==> src/rtl/pc_branch_seq_pkg.sv <==
`default_nettype none
// ============================================================================
//  Module      : pc_seq_pkg
//  Description : Shared types and helpers for the pc_branch_seq sequencer.
//  Revision    : 1.0  initial release
// ============================================================================
package pc_seq_pkg;

    typedef enum logic [0:0] {
        IDLE = 1'b0,
        RUN  = 1'b1
    } seq_state_t;

    typedef enum logic [2:0] {
        ACT_HOLD = 3'd0,
        ACT_RET  = 3'd1,
        ACT_CALL = 3'd2,
        ACT_JUMP = 3'd3,
        ACT_BR   = 3'd4,
        ACT_INC  = 3'd5
    } seq_act_t;

    // Sign-extends the low off_w bits of off to 32 bits.
    function automatic logic [31:0] sext_offset(input logic [31:0] off, input int off_w);
        logic signed [31:0] t;
        t = $signed(off << (32 - off_w));
        return t >>> (32 - off_w);
    endfunction

endpackage
`default_nettype wire

==> src/rtl/pc_branch_seq_if.sv <==
`default_nettype none
// ============================================================================
//  Module      : pc_branch_seq_if
//  Description : Decode-side control strobes and sequencer status bundle.
//                Br_Wrap exists only when BRANCH_WRAP_DET_EN is defined.
//  Revision    : 1.0  initial release
// ============================================================================
interface pc_branch_seq_if #(
    parameter int PC_W      = 8,
    parameter int OFF_W     = 5,
    parameter int RAS_DEPTH = 4
);
    localparam int c_CNT_W = $clog2(RAS_DEPTH) + 1;

    logic               Run;
    logic               Stall;
    logic               Branch;
    logic [OFF_W-1:0]   Offset;
    logic               Jump;
    logic               Call;
    logic               Ret;
    logic [PC_W-1:0]    Target;
    logic [PC_W-1:0]    PC;
    logic               Ras_Ovf;
    logic               Ras_Unf;
    logic [c_CNT_W-1:0] Ras_Count;
`ifdef BRANCH_WRAP_DET_EN
    logic               Br_Wrap;
`endif

    modport master (
        output Run, Stall, Branch, Offset, Jump, Call, Ret, Target,
`ifdef BRANCH_WRAP_DET_EN
        input  Br_Wrap,
`endif
        input  PC, Ras_Ovf, Ras_Unf, Ras_Count
    );

    modport slave (
        input  Run, Stall, Branch, Offset, Jump, Call, Ret, Target,
`ifdef BRANCH_WRAP_DET_EN
        output Br_Wrap,
`endif
        output PC, Ras_Ovf, Ras_Unf, Ras_Count
    );

endinterface
`default_nettype wire

==> src/rtl/pc_branch_seq_ras_stack.sv <==
`default_nettype none
// ============================================================================
//  Module      : ras_stack
//  Description : Circular return-address LIFO; a push when full overwrites
//                the oldest entry.
//  Revision    : 1.0  initial release
// ============================================================================
module ras_stack #(
    parameter int DATA_W = 8,
    parameter int DEPTH  = 4
) (
    input  wire logic                       clk,
    input  wire logic                       rst,
    input  wire logic                       i_push,
    input  wire logic                       i_pop,
    input  wire logic [DATA_W-1:0]          i_push_data,
    output logic      [DATA_W-1:0]          o_pop_data,
    output logic      [$clog2(DEPTH):0]     o_count,
    output logic                            o_full,
    output logic                            o_empty
);
    localparam int c_PTR_W = $clog2(DEPTH);
    localparam int c_CNT_W = c_PTR_W + 1;

    logic [DATA_W-1:0]  r_mem [DEPTH];
    logic [c_PTR_W-1:0] r_sp;
    logic [c_CNT_W-1:0] r_count;
    logic [c_PTR_W-1:0] w_top;

    assign w_top      = r_sp - c_PTR_W'(1);
    assign o_pop_data = r_mem[w_top];
    assign o_count    = r_count;
    assign o_full     = (r_count == c_CNT_W'(DEPTH));
    assign o_empty    = (r_count == '0);

    // With a power-of-two depth the write pointer naturally lands on the
    // oldest entry once the stack is full.
    always_ff @(posedge clk) begin
        if (i_push) begin
            r_mem[r_sp] <= i_push_data;
        end
    end

    always_ff @(posedge clk or posedge rst) begin
        if (rst) begin
            r_sp    <= '0;
            r_count <= '0;
        end else if (i_push) begin
            r_sp    <= r_sp + c_PTR_W'(1);
            r_count <= o_full ? r_count : r_count + c_CNT_W'(1);
        end else if (i_pop && !o_empty) begin
            r_sp    <= w_top;
            r_count <= r_count - c_CNT_W'(1);
        end
    end

endmodule
`default_nettype wire

==> src/rtl/pc_branch_seq.sv <==
`default_nettype none
// ============================================================================
//  Module      : pc_branch_seq
//  Description : Registered PC sequencer with branch, jump and call/return.
//                Define BRANCH_WRAP_DET_EN to add the Br_Wrap output.
//  Revision    : 1.0  initial release
// ============================================================================
module pc_branch_seq
    import pc_seq_pkg::*;
#(
    parameter int              PC_W      = 8,
    parameter int              OFF_W     = 5,
    parameter int              RAS_DEPTH = 4,
    parameter logic [PC_W-1:0] RESET_PC  = '0
) (
    input  wire logic       CLK,
    input  wire logic       Reset,
    pc_branch_seq_if.slave  bus
);
    localparam int c_CNT_W = $clog2(RAS_DEPTH) + 1;

    seq_state_t         r_state, w_state_nxt;
    seq_act_t           w_act;
    logic [PC_W-1:0]    r_pc, w_pc_nxt, w_pc_inc, w_pc_br, w_pop_data;
    logic               r_ovf, r_unf;
    logic               w_full, w_empty, w_push, w_pop;
    logic [c_CNT_W-1:0] w_count;

    assign w_pc_inc = r_pc + PC_W'(1);

`ifdef BRANCH_WRAP_DET_EN
    // Two guard bits: bit PC_W flags overflow, bit PC_W+1 a negative result.
    logic [PC_W+1:0] w_off_ext, w_sum_ext;
    logic            w_br_wrap, r_br_wrap;
    assign w_off_ext = (PC_W+2)'(sext_offset(32'(bus.Offset), OFF_W));
    assign w_sum_ext = {2'b00, r_pc} + w_off_ext;
    assign w_pc_br   = w_sum_ext[PC_W-1:0];
    assign w_br_wrap = |w_sum_ext[PC_W+1:PC_W];
    assign bus.Br_Wrap = r_br_wrap;
`else
    assign w_pc_br = r_pc + PC_W'(sext_offset(32'(bus.Offset), OFF_W));
`endif

    // The edge that enters RUN only changes state; PC starts moving next edge.
    always_comb begin
        w_state_nxt = r_state;
        w_act       = ACT_HOLD;
        case (r_state)
            IDLE: begin
                if (bus.Run) w_state_nxt = RUN;
            end
            RUN: begin
                if (!bus.Run)       w_state_nxt = IDLE;
                else if (bus.Stall)  w_act = ACT_HOLD;
                else if (bus.Ret)    w_act = ACT_RET;
                else if (bus.Call)   w_act = ACT_CALL;
                else if (bus.Jump)   w_act = ACT_JUMP;
                else if (bus.Branch) w_act = ACT_BR;
                else                 w_act = ACT_INC;
            end
            default: w_state_nxt = IDLE;
        endcase
    end

    always_comb begin
        w_pc_nxt = r_pc;
        case (w_act)
            ACT_RET:  w_pc_nxt = w_empty ? w_pc_inc : w_pop_data;
            ACT_CALL: w_pc_nxt = bus.Target;
            ACT_JUMP: w_pc_nxt = bus.Target;
            ACT_BR:   w_pc_nxt = w_pc_br;
            ACT_INC:  w_pc_nxt = w_pc_inc;
            default:  w_pc_nxt = r_pc;
        endcase
    end

    assign w_push = (w_act == ACT_CALL);
    assign w_pop  = (w_act == ACT_RET) && !w_empty;

    always_ff @(posedge CLK or posedge Reset) begin
        if (Reset) begin
            r_state <= IDLE;
            r_pc    <= RESET_PC;
            r_ovf   <= 1'b0;
            r_unf   <= 1'b0;
        end else begin
            r_state <= w_state_nxt;
            r_pc    <= w_pc_nxt;
            if (w_push && w_full)                r_ovf <= 1'b1;
            if ((w_act == ACT_RET) && w_empty)   r_unf <= 1'b1;
        end
    end

`ifdef BRANCH_WRAP_DET_EN
    always_ff @(posedge CLK or posedge Reset) begin
        if (Reset) r_br_wrap <= 1'b0;
        else       r_br_wrap <= (w_act == ACT_BR) && w_br_wrap;
    end
`endif

    ras_stack #(
        .DATA_W (PC_W),
        .DEPTH  (RAS_DEPTH)
    ) u_ras (
        .clk         (CLK),
        .rst         (Reset),
        .i_push      (w_push),
        .i_pop       (w_pop),
        .i_push_data (w_pc_inc),
        .o_pop_data  (w_pop_data),
        .o_count     (w_count),
        .o_full      (w_full),
        .o_empty     (w_empty)
    );

    assign bus.PC        = r_pc;
    assign bus.Ras_Ovf   = r_ovf;
    assign bus.Ras_Unf   = r_unf;
    assign bus.Ras_Count = w_count;

endmodule
`default_nettype wire
==> src/flat_wrapper.sv <==
// flat-port wrapper written by rule: the top's interface ports become plain ports
module pc_branch_seq_flat import pc_seq_pkg::*;
#(
    parameter int              PC_W      = 8,
    parameter int              OFF_W     = 5,
    parameter int              RAS_DEPTH = 4,
    parameter logic [PC_W-1:0] RESET_PC  = '0
)
  (CLK, Reset, bus_Run, bus_Stall, bus_Branch, bus_Offset, bus_Jump, bus_Call, bus_Ret, bus_Target, bus_PC, bus_Ras_Ovf, bus_Ras_Unf, bus_Ras_Count);
  pc_branch_seq_if #(.PC_W(PC_W), .OFF_W(OFF_W), .RAS_DEPTH(RAS_DEPTH)) bus_i ();
  input  wire logic CLK;
  input  wire logic Reset;
  input wire logic [$bits(bus_i.Run)-1:0] bus_Run;
  input wire logic [$bits(bus_i.Stall)-1:0] bus_Stall;
  input wire logic [$bits(bus_i.Branch)-1:0] bus_Branch;
  input wire logic [$bits(bus_i.Offset)-1:0] bus_Offset;
  input wire logic [$bits(bus_i.Jump)-1:0] bus_Jump;
  input wire logic [$bits(bus_i.Call)-1:0] bus_Call;
  input wire logic [$bits(bus_i.Ret)-1:0] bus_Ret;
  input wire logic [$bits(bus_i.Target)-1:0] bus_Target;
  output wire logic [$bits(bus_i.PC)-1:0] bus_PC;
  output wire logic [$bits(bus_i.Ras_Ovf)-1:0] bus_Ras_Ovf;
  output wire logic [$bits(bus_i.Ras_Unf)-1:0] bus_Ras_Unf;
  output wire logic [$bits(bus_i.Ras_Count)-1:0] bus_Ras_Count;
  assign bus_i.Run = bus_Run;
  assign bus_i.Stall = bus_Stall;
  assign bus_i.Branch = bus_Branch;
  assign bus_i.Offset = bus_Offset;
  assign bus_i.Jump = bus_Jump;
  assign bus_i.Call = bus_Call;
  assign bus_i.Ret = bus_Ret;
  assign bus_i.Target = bus_Target;
  assign bus_PC = bus_i.PC;
  assign bus_Ras_Ovf = bus_i.Ras_Ovf;
  assign bus_Ras_Unf = bus_i.Ras_Unf;
  assign bus_Ras_Count = bus_i.Ras_Count;
  pc_branch_seq #(.PC_W(PC_W), .OFF_W(OFF_W), .RAS_DEPTH(RAS_DEPTH), .RESET_PC(RESET_PC)) u_core (.CLK(CLK), .Reset(Reset), .bus(bus_i));
endmodule
==> config.mk <==
export PLATFORM = sky130hd
export DESIGN_NAME = pc_branch_seq_flat
export DESIGN_NICKNAME = d
export VERILOG_FILES = /design/src/rtl/pc_branch_seq_pkg.sv /design/src/rtl/pc_branch_seq_if.sv /design/src/rtl/pc_branch_seq_ras_stack.sv /design/src/rtl/pc_branch_seq.sv /design/src/flat_wrapper.sv
export SDC_FILE = /design/constraint.sdc
export NUM_CORES = 1
export LEC_CHECK = 0
export ABC_AREA = 1
export BUFFER_PORTS_ARGS = -buffer_cell sky130_fd_sc_hd__buf_4
export CORE_MARGIN = 2
export CORE_UTILIZATION = 45
export CTS_BUF_LIST = sky130_fd_sc_hd__clkbuf_16
export DETAILED_ROUTE_END_ITERATION = 8
export PLACE_DENSITY_LB_ADDON = 0.15
export SKIP_LAST_GASP = 1
export SLEW_MARGIN = 20
export SYNTH_ARGS = -nofsm -noshare
export SYNTH_HDL_FRONTEND = slang
export SYNTH_HIERARCHICAL = 1
export SYNTH_SLANG_ARGS = --single-unit
==> constraint.sdc <==
create_clock -name CLK -period 2.4 [get_ports CLK]
set_clock_uncertainty 0.15 [all_clocks]
set_input_delay 0.36 -clock CLK [delete_from_list [all_inputs] [get_ports CLK]]
set_output_delay 0.36 -clock CLK [all_outputs]
set_load 0.03 [all_outputs]
==> results of run 1 <==
stage by stage:
stage / instances / utilization (%) / hold WS [ns] / area (sq um)
floorplan: 342 / - / -0.0115 / 2990
global placement: 452 / 51.8 / 0.137 / 3310
detailed placement: 452 / 51.8 / 0.141 / 3310
CTS: 461 / 54.5 / 0.0562 / 3480
global route: 461 / 54.5 / 0.0607 / 3480
finish: 461 / 54.5 / 0.0615 / 3480
worst max-delay path: cells and delay by family (launching register included):
| kind | cells | cell delay, ns |
|---|---|---|
| AO/OA/AOI/OAI | 4 | 0.59 |
| adder cells (fa/ha/maj) | 1 | 0.43 |
| buffers and inverters | 3 | 0.35 |
| flip-flops | 1 | 0.44 |
| AND/OR/NAND/NOR | 1 | 0.09 |
metal layers:
| layer | track usage (%) | vias to the layer above |
|---|---|---|
| met3 | 2.92 | 6 |
| met1 | 27.2 | 1080 |
| met4 | 4.62 | 0 |
| li1 | - | 1207 |
| met2 | 30.7 | 61 |
| met5 | 0 | - |
worst paths after layout:
path                       slack [ns]                    to
max                              0.29      u_core/bus.PC[2]
min                              0.06        u_core/r_state
max reg2reg                      0.29      u_core/bus.PC[2]
min reg2reg                      0.31    u_core/bus.Ras_Ovf
max in group asynchronous        1.29    u_core/bus.Ras_Unf
min in group asynchronous        0.40  u_core/u_ras/r_sp[1]
final cells by class:
type / instances / area, sq um / area share [%]
clock buffers: 5 / 125 / 3.59
clock inverters: 3 / 38.8 / 1.11
inverters: 46 / 185 / 5.32
multi-input cells: 243 / 1380 / 39.6
flip-flops and latches: 48 / 1360 / 39.1
well taps: 77 / 96.3 / 2.77
repair buffers: 39 / 295 / 8.48
cell usage in the layout (no fill, tap or decap), drive strengths merged:
master       count
nand2           92
inv             47
nor2            42
buf             38
edfxtp          32
nand3           32
o21ai           20
dfrtp           16
a21oi           13
ha              12
o22ai            8
nand4            6
clkbuf           5
xor2             4
or2              3
a31oi            2
xnor2            2
nand3b           2
fa               2
clkinv           1
bufinv           1
dlygate4sd3      1
a21o             1
o21bai           1
and2             1
state kept, by name, summed over array words and instances (netlist names):
signal and cells:
u_core/bus.PC 8, u_core/r_state 1, u_core/u_ras/r_sp 2, u_core/u_ras/r_mem 32, u_core/bus.Ras_Unf 1, u_core/bus.Ras_Ovf 1, u_core/u_ras/o_count 3
power by group through the flow:
stage	registers (uW)	clock network, uW	logic [uW]
after floorplan	1490	0	1360
after global placement	1340	0	2060
after detailed placement	1340	0	2090
after CTS	1320	781	2100
after global routing	1340	813	2350
final	1320	760	2090
cells by family (layout without fill, tap and decap cells):
group           after synthesis  count (layout)  share of synthesized area, %
fa+ha+maj                    14              14                          6.37
xor+xnor                      6               6                          1.76
buf+inv                      51              93                          8.17
compound gates               45              45                          9.93
flops                        48              48                          45.6
simple gates                178             178                          28.2
==> impl_results.md, run 1 <==
* Layout cells sized above 1 at 22.4%
* Setup crit end kind: register
* First-pass GRT wire length at 10900 um
* Crit path DAT at 2.19 ns
* Pwr Total at 4170 uW
* Post-synthesis cell type count at 33
* Met3 WL at 253 um
* Worst slew pin tran at 0.513 ns
* Sequential area share after synthesis at 45.6%
* Nets at 418
* Crit-path slowest cell: dfrtp_1
* GRT overflow at 0
* Clk_lat worst skew at 0.28 ns
* Mapped Cells at 342
* Number of hold violations in the final report at 0
* Worst Slack Setup Final at 0.285 ns
* Max layer used: met4
* First-pass detailed-route iteration total at 4
* Sw Ratio at 43.1%
* Int Pwr at 2380 uW
* Crit path max fanout at 19
* Count of final setup violators at 0
* Final critical-path share of the clock period at 88.1%
* Num ports at 34
* Setup total negative slack at 0 ns
* PwrDens at 1200 nW/um^2
* VDD IR-drop max at 0.526 mV
* Status: completed
* Area growth syn-to-layout at 16.6%
* Pin count of the biggest net entering global routing at 20
* Diodes inserted at 0
* Die area at 7300 sq um
* Most frequent cells after synthesis: nand2_1, inv_1, edfxtp_1
* Width of the die at 85.5 um
* GP Congestion at 0.890
* Syn. warnings at 6
* Port bufs at 33
* Met1 wire length at 3120 um
* Starting density of the core at 46.7%
* Power share of the combinational group at 50.2%
* Cell taking the most area after synthesis: edfxtp_1
* Yosys top cell area share at 32.2%
* CTS Buf Count at 5
* Met2 routed WL at 3010 um
* CP Launch Type: register
* Root buf cell: clkbuf_16
* Hold buffer count at CTS at 1
* Rows at 29
* Vias in the first global route at 2292
* Seq cells post-synth at 48
* Sequential power share at 31.6%
* Max H-tree Level at 2
* Slew Viols, Final at 0
* CTS tree: done
* Hpwl dp at 5060 um
* DRC viols at 0
* Critical R2R Launch: u_core/u_ras/r_sp[0]
* Unrepaired setup endpoints after global routing: no
* Die height at 85.5 um
* WS Path Type: reg -> reg
* Switching Power at 1800 uW
* Largest cells by area after synthesis: edfxtp_1, dfrtp_1, nand2_1
* Clock sinks at 48
* Post-CTS sizing at 0
* CP Launch Point: u_core/u_ras/r_sp[0]
* Via Count at 2354
* Routed WL at 6450 um
* Static Leakage at 0.00161 uW
* Critical Path RT at 2.47 ns
* Initial antenna violation count at 0
* Aggregate global-route resource usage at 19.1%
* Hold Startpoint: bus_Run
* Vias/cell at 5.11
* Drt first-iter violations at 122
* Slowest stage delay, CP at 0.44 ns
* Mapped Nets at 377
* Fill cells at 603
* Slew HR at 65.7%
* Post-synth ARST share at 33.3%
* Core Region at 6390 sq um
* Average cell area after synthesis at 8.73 sq um
* Max cap viols at 0
* Worst Hold Class: in -> reg
* Top-count cell post-synth: nand2_1
* Min cycle time layout at 2.11 ns
* Critical path, cell by cell: inv_8, ha_1, inv_1, o21ai_0, o22ai_2, a21oi_1, a31oi_1, nand2_1, inv_1
* Worst-path clk slew at 0.06 ns
* EDFF count, synth at 32
* Mapped Area at 2990 sq um
* Top cell by count, worst path: inv_1
* Place WS at 0.281 ns
* Clock power frac at 18.2%
* Worst Hold Path Cells at 1
* Predominant post-synthesis flop cell: edfxtp_1
* Maximum buffer depth of the clock tree at 2
* Postcts setup bufs at 0
* WL per Instance at 14.0 um
* Antenna-violating nets left at 0
* FF-to-FF path depth at 9
* Fmax at 473 MHz
No activity file was read; power rests on OpenSTA's default activity.
==> inputs of run 2 (changes only) <==
--- a/config.mk
+++ b/config.mk
@@ -15,3 +15,2 @@
 export SKIP_LAST_GASP = 1
-export SLEW_MARGIN = 20
 export SYNTH_ARGS = -nofsm -noshare
==> constraint.sdc (replaced) <==
create_clock -name CLK -period 2.4 [get_ports CLK]
set_clock_uncertainty 0.15 [all_clocks]
set_input_delay 0.48 -clock CLK [delete_from_list [all_inputs] [get_ports CLK]]
set_output_delay 0.48 -clock CLK [all_outputs]
set_load 0.03 [all_outputs]
==> run 2 against run 1 <==
Against the previous run:
- cell area is 1.7% higher
- via count is 1.3% lower
- power increased by 5.7%
- die area is the same
- critical endpoint is now u_core/bus.PC[0]
- largest power group unchanged
- highest routed layer unchanged
==> impl_results.md, run 2 (synthesized netlist as in run 1, its figures left out) <==
* Max FFs per register at 32 (unchanged)
* Root buf cell: clkbuf_16 (unchanged)
* Most frequent cells in the layout: nand2_1, inv_1, buf_4, edfxtp_1, nand3_1 (unchanged)
* Slew HR at 69.8% (was 65.7%)
* Antenna-violating nets left at 0 (unchanged)
* Reg2reg setup slack at 0.30 ns (was 0.29 ns)
* Drt first-iter violations at 120 (was 122)
* Postcts setup bufs at 0 (unchanged)
* Aggregate global-route resource usage at 19.1% (about the same)
* Fmax at 476 MHz (was 473 MHz)
* Critical R2R Launch: u_core/u_ras/r_sp[0] (unchanged)
* VDD IR-drop max at 0.674 mV (was 0.526 mV)
* GRT overflow at 0 (unchanged)
* Post-route insts no fill at 462 (was 461)
* Slew Viols, Final at 0 (unchanged)
* Unrepaired setup endpoints after global routing: no (unchanged)
* Min cycle time layout at 2.10 ns (was 2.11 ns)
* Routed WL at 6560 um (was 6450 um)
* Clk_lat worst skew at 0.28 ns (about the same)
* Number of hold violations in the final report at 0 (unchanged)
* DRC viols at 0 (unchanged)
* Nets at 419 (was 418)
* Pin count of the biggest net entering global routing at 20 (unchanged)
* Hold Startpoint: bus_Run (unchanged)
* Die height at 85.5 um (unchanged)
* Diodes inserted at 0 (unchanged)
* CTS tree: done (unchanged)
* Setup total negative slack at 0 ns (unchanged)
* Worst-path clk slew at 0.07 ns (was 0.06 ns)
* Commonest non-fill, non-tap cell in the layout: nand2_1 (unchanged)
* Worst Hold Path Cells at 1 (unchanged)
* Via Count at 2323 (was 2354)
* Num ports at 34 (unchanged)
* First-pass detailed-route iteration total at 5 (was 4)
* Vias/cell at 5.03 (was 5.11)
* Status: completed (unchanged)
* Maximum buffer depth of the clock tree at 2 (unchanged)
* Crit path DAT at 2.13 ns (was 2.19 ns)
* R2R Path End: u_core/bus.PC[0] (was u_core/bus.PC[2])
* GP Congestion at 0.859 (was 0.890)
* Clock sinks at 48 (unchanged)
* PwrDens at 1250 nW/um^2 (was 1200 nW/um^2)
* Cells after DPL at 453 (was 452)
* Layout cells sized above 1 at 22.9% (was 22.4%)
* Final critical-path share of the clock period at 87.5% (was 88.1%)
* Max cap viols at 0 (unchanged)
* Hold buffer count at CTS at 1 (unchanged)
* Top reg by flops: u_core/u_ras/r_mem (unchanged)
* Worst slew pin tran at 0.452 ns (was 0.513 ns)
* Vias in the first global route at 2243 (was 2292)
* CP Launch Type: register (unchanged)
* Core Region at 6390 sq um (unchanged)
* Crit path max fanout at 19 (unchanged)
* First-pass GRT wire length at 10900 um (unchanged)
* CTS Buf Count at 5 (unchanged)
* Count of final setup violators at 0 (unchanged)
* Fill cells at 585 (was 603)
* Setup crit end kind: register (unchanged)
* Post-CTS sizing at 0 (unchanged)
* Register area at 1360 sq um (unchanged)
* Rows at 29 (unchanged)
* Sink of the worst hold path: u_core/r_state (unchanged)
* Port bufs at 33 (unchanged)
* Die area at 7300 sq um (unchanged)
* Initial antenna violation count at 0 (unchanged)
* Max H-tree Level at 2 (unchanged)
* Area growth syn-to-layout at 18.6% (was 16.6%)
* WS Path Type: reg -> reg (unchanged)
* Worst Hold Class: in -> reg (unchanged)
* Critical Path RT at 2.43 ns (was 2.47 ns)
* Static Leakage at 0.00164 uW (was 0.00161 uW)
* Hpwl dp at 5040 um (was 5060 um)
* Width of the die at 85.5 um (unchanged)
* WL per Instance at 14.2 um (was 14.0 um)
* Multi-input gate area in the final layout at 1380 sq um (unchanged)
* Starting density of the core at 46.7% (unchanged)
* FF-to-FF path depth at 9 (unchanged)
[run 2: cell count changes in the layout (fill, tap and decap cells not counted), sizes merged]
cell	delta
clkinv	-1
buf	+1
bufinv	+2
inv	-1
[run 2: cell type report]
| cell class | count | share of cell area, % |
|---|---|---|
| Multi-Input combinational cell | 243 | 39.0 |
| Tap cell | 77 | 2.72 |
| Timing Repair Buffer | 40 | 8.55 |
| Clock inverter | 3 | 2.54 |
| Clock buffer | 5 | 3.53 |
| Inverter | 46 | 5.23 |
| Sequential cell | 48 | 38.4 |
[run 2: per-stage QoR]
| step | cell area, sq um | hold WS [ns] | worst slack [ns] | total power (uW) | utilization (%) |
|---|---|---|---|---|---|
| 3_3_place_gp | 3320 | 0.256 | 0.197 | 3430 | 51.9 |
| 2_1_floorplan | 2990 | 0.109 | 0.242 | 2840 | - |
| 6_report | 3540 | 0.179 | 0.300 | 4410 | 55.4 |
| 5_1_grt | 3540 | 0.174 | 0.0993 | 4740 | 55.4 |
| 4_1_cts | 3540 | 0.176 | 0.300 | 4430 | 55.4 |
| 3_5_place_dp | 3320 | 0.260 | 0.173 | 3420 | 51.9 |
[run 2: how the worst max path moves through the flow]
stage / start / depth (start not counted) / slack, ns / endpoint
final: u_core/u_ras/r_sp[0] / 9 / 0.30 / u_core/bus.PC[0]
after global routing: u_core/u_ras/r_sp[0] / 9 / 0.1 / u_core/bus.PC[7]
after detailed placement: bus_Stall / 12 / 0.17 / u_core/u_ras/o_count[2]
after floorplan: bus_Stall / 12 / 0.24 / u_core/u_ras/o_count[2]
after CTS: u_core/u_ras/r_sp[0] / 9 / 0.30 / u_core/bus.PC[0]
after global placement: bus_Stall / 12 / 0.20 / u_core/u_ras/o_count[2]
[run 2: critical path: stages (launching register included)]
cell	delay [ns]
dfrtp_1	0.44
inv_8	0.10
ha_1	0.46
inv_1	0.17
o21ai_0	0.13
o22ai_2	0.10
o21ai_0	0.20
o21ai_0	0.11
nand2_1	0.08
nand2_1	0.05
[run 2: metal layers]
layer	vias to the layer above	global-route usage, %	part of all wire (%)
met5	-	0	0
met4	0	4.62	1.4
met3	9	2.53	2.6
met2	46	31.6	47
met1	1056	26.8	49
li1	1212	-	-
[run 2: power by group]
part | total (uW) | switching (uW) | internal [uW]
clock network | 994 | 292 | 702
logic | 2090 | 1330 | 768
registers | 1320 | 201 | 1120
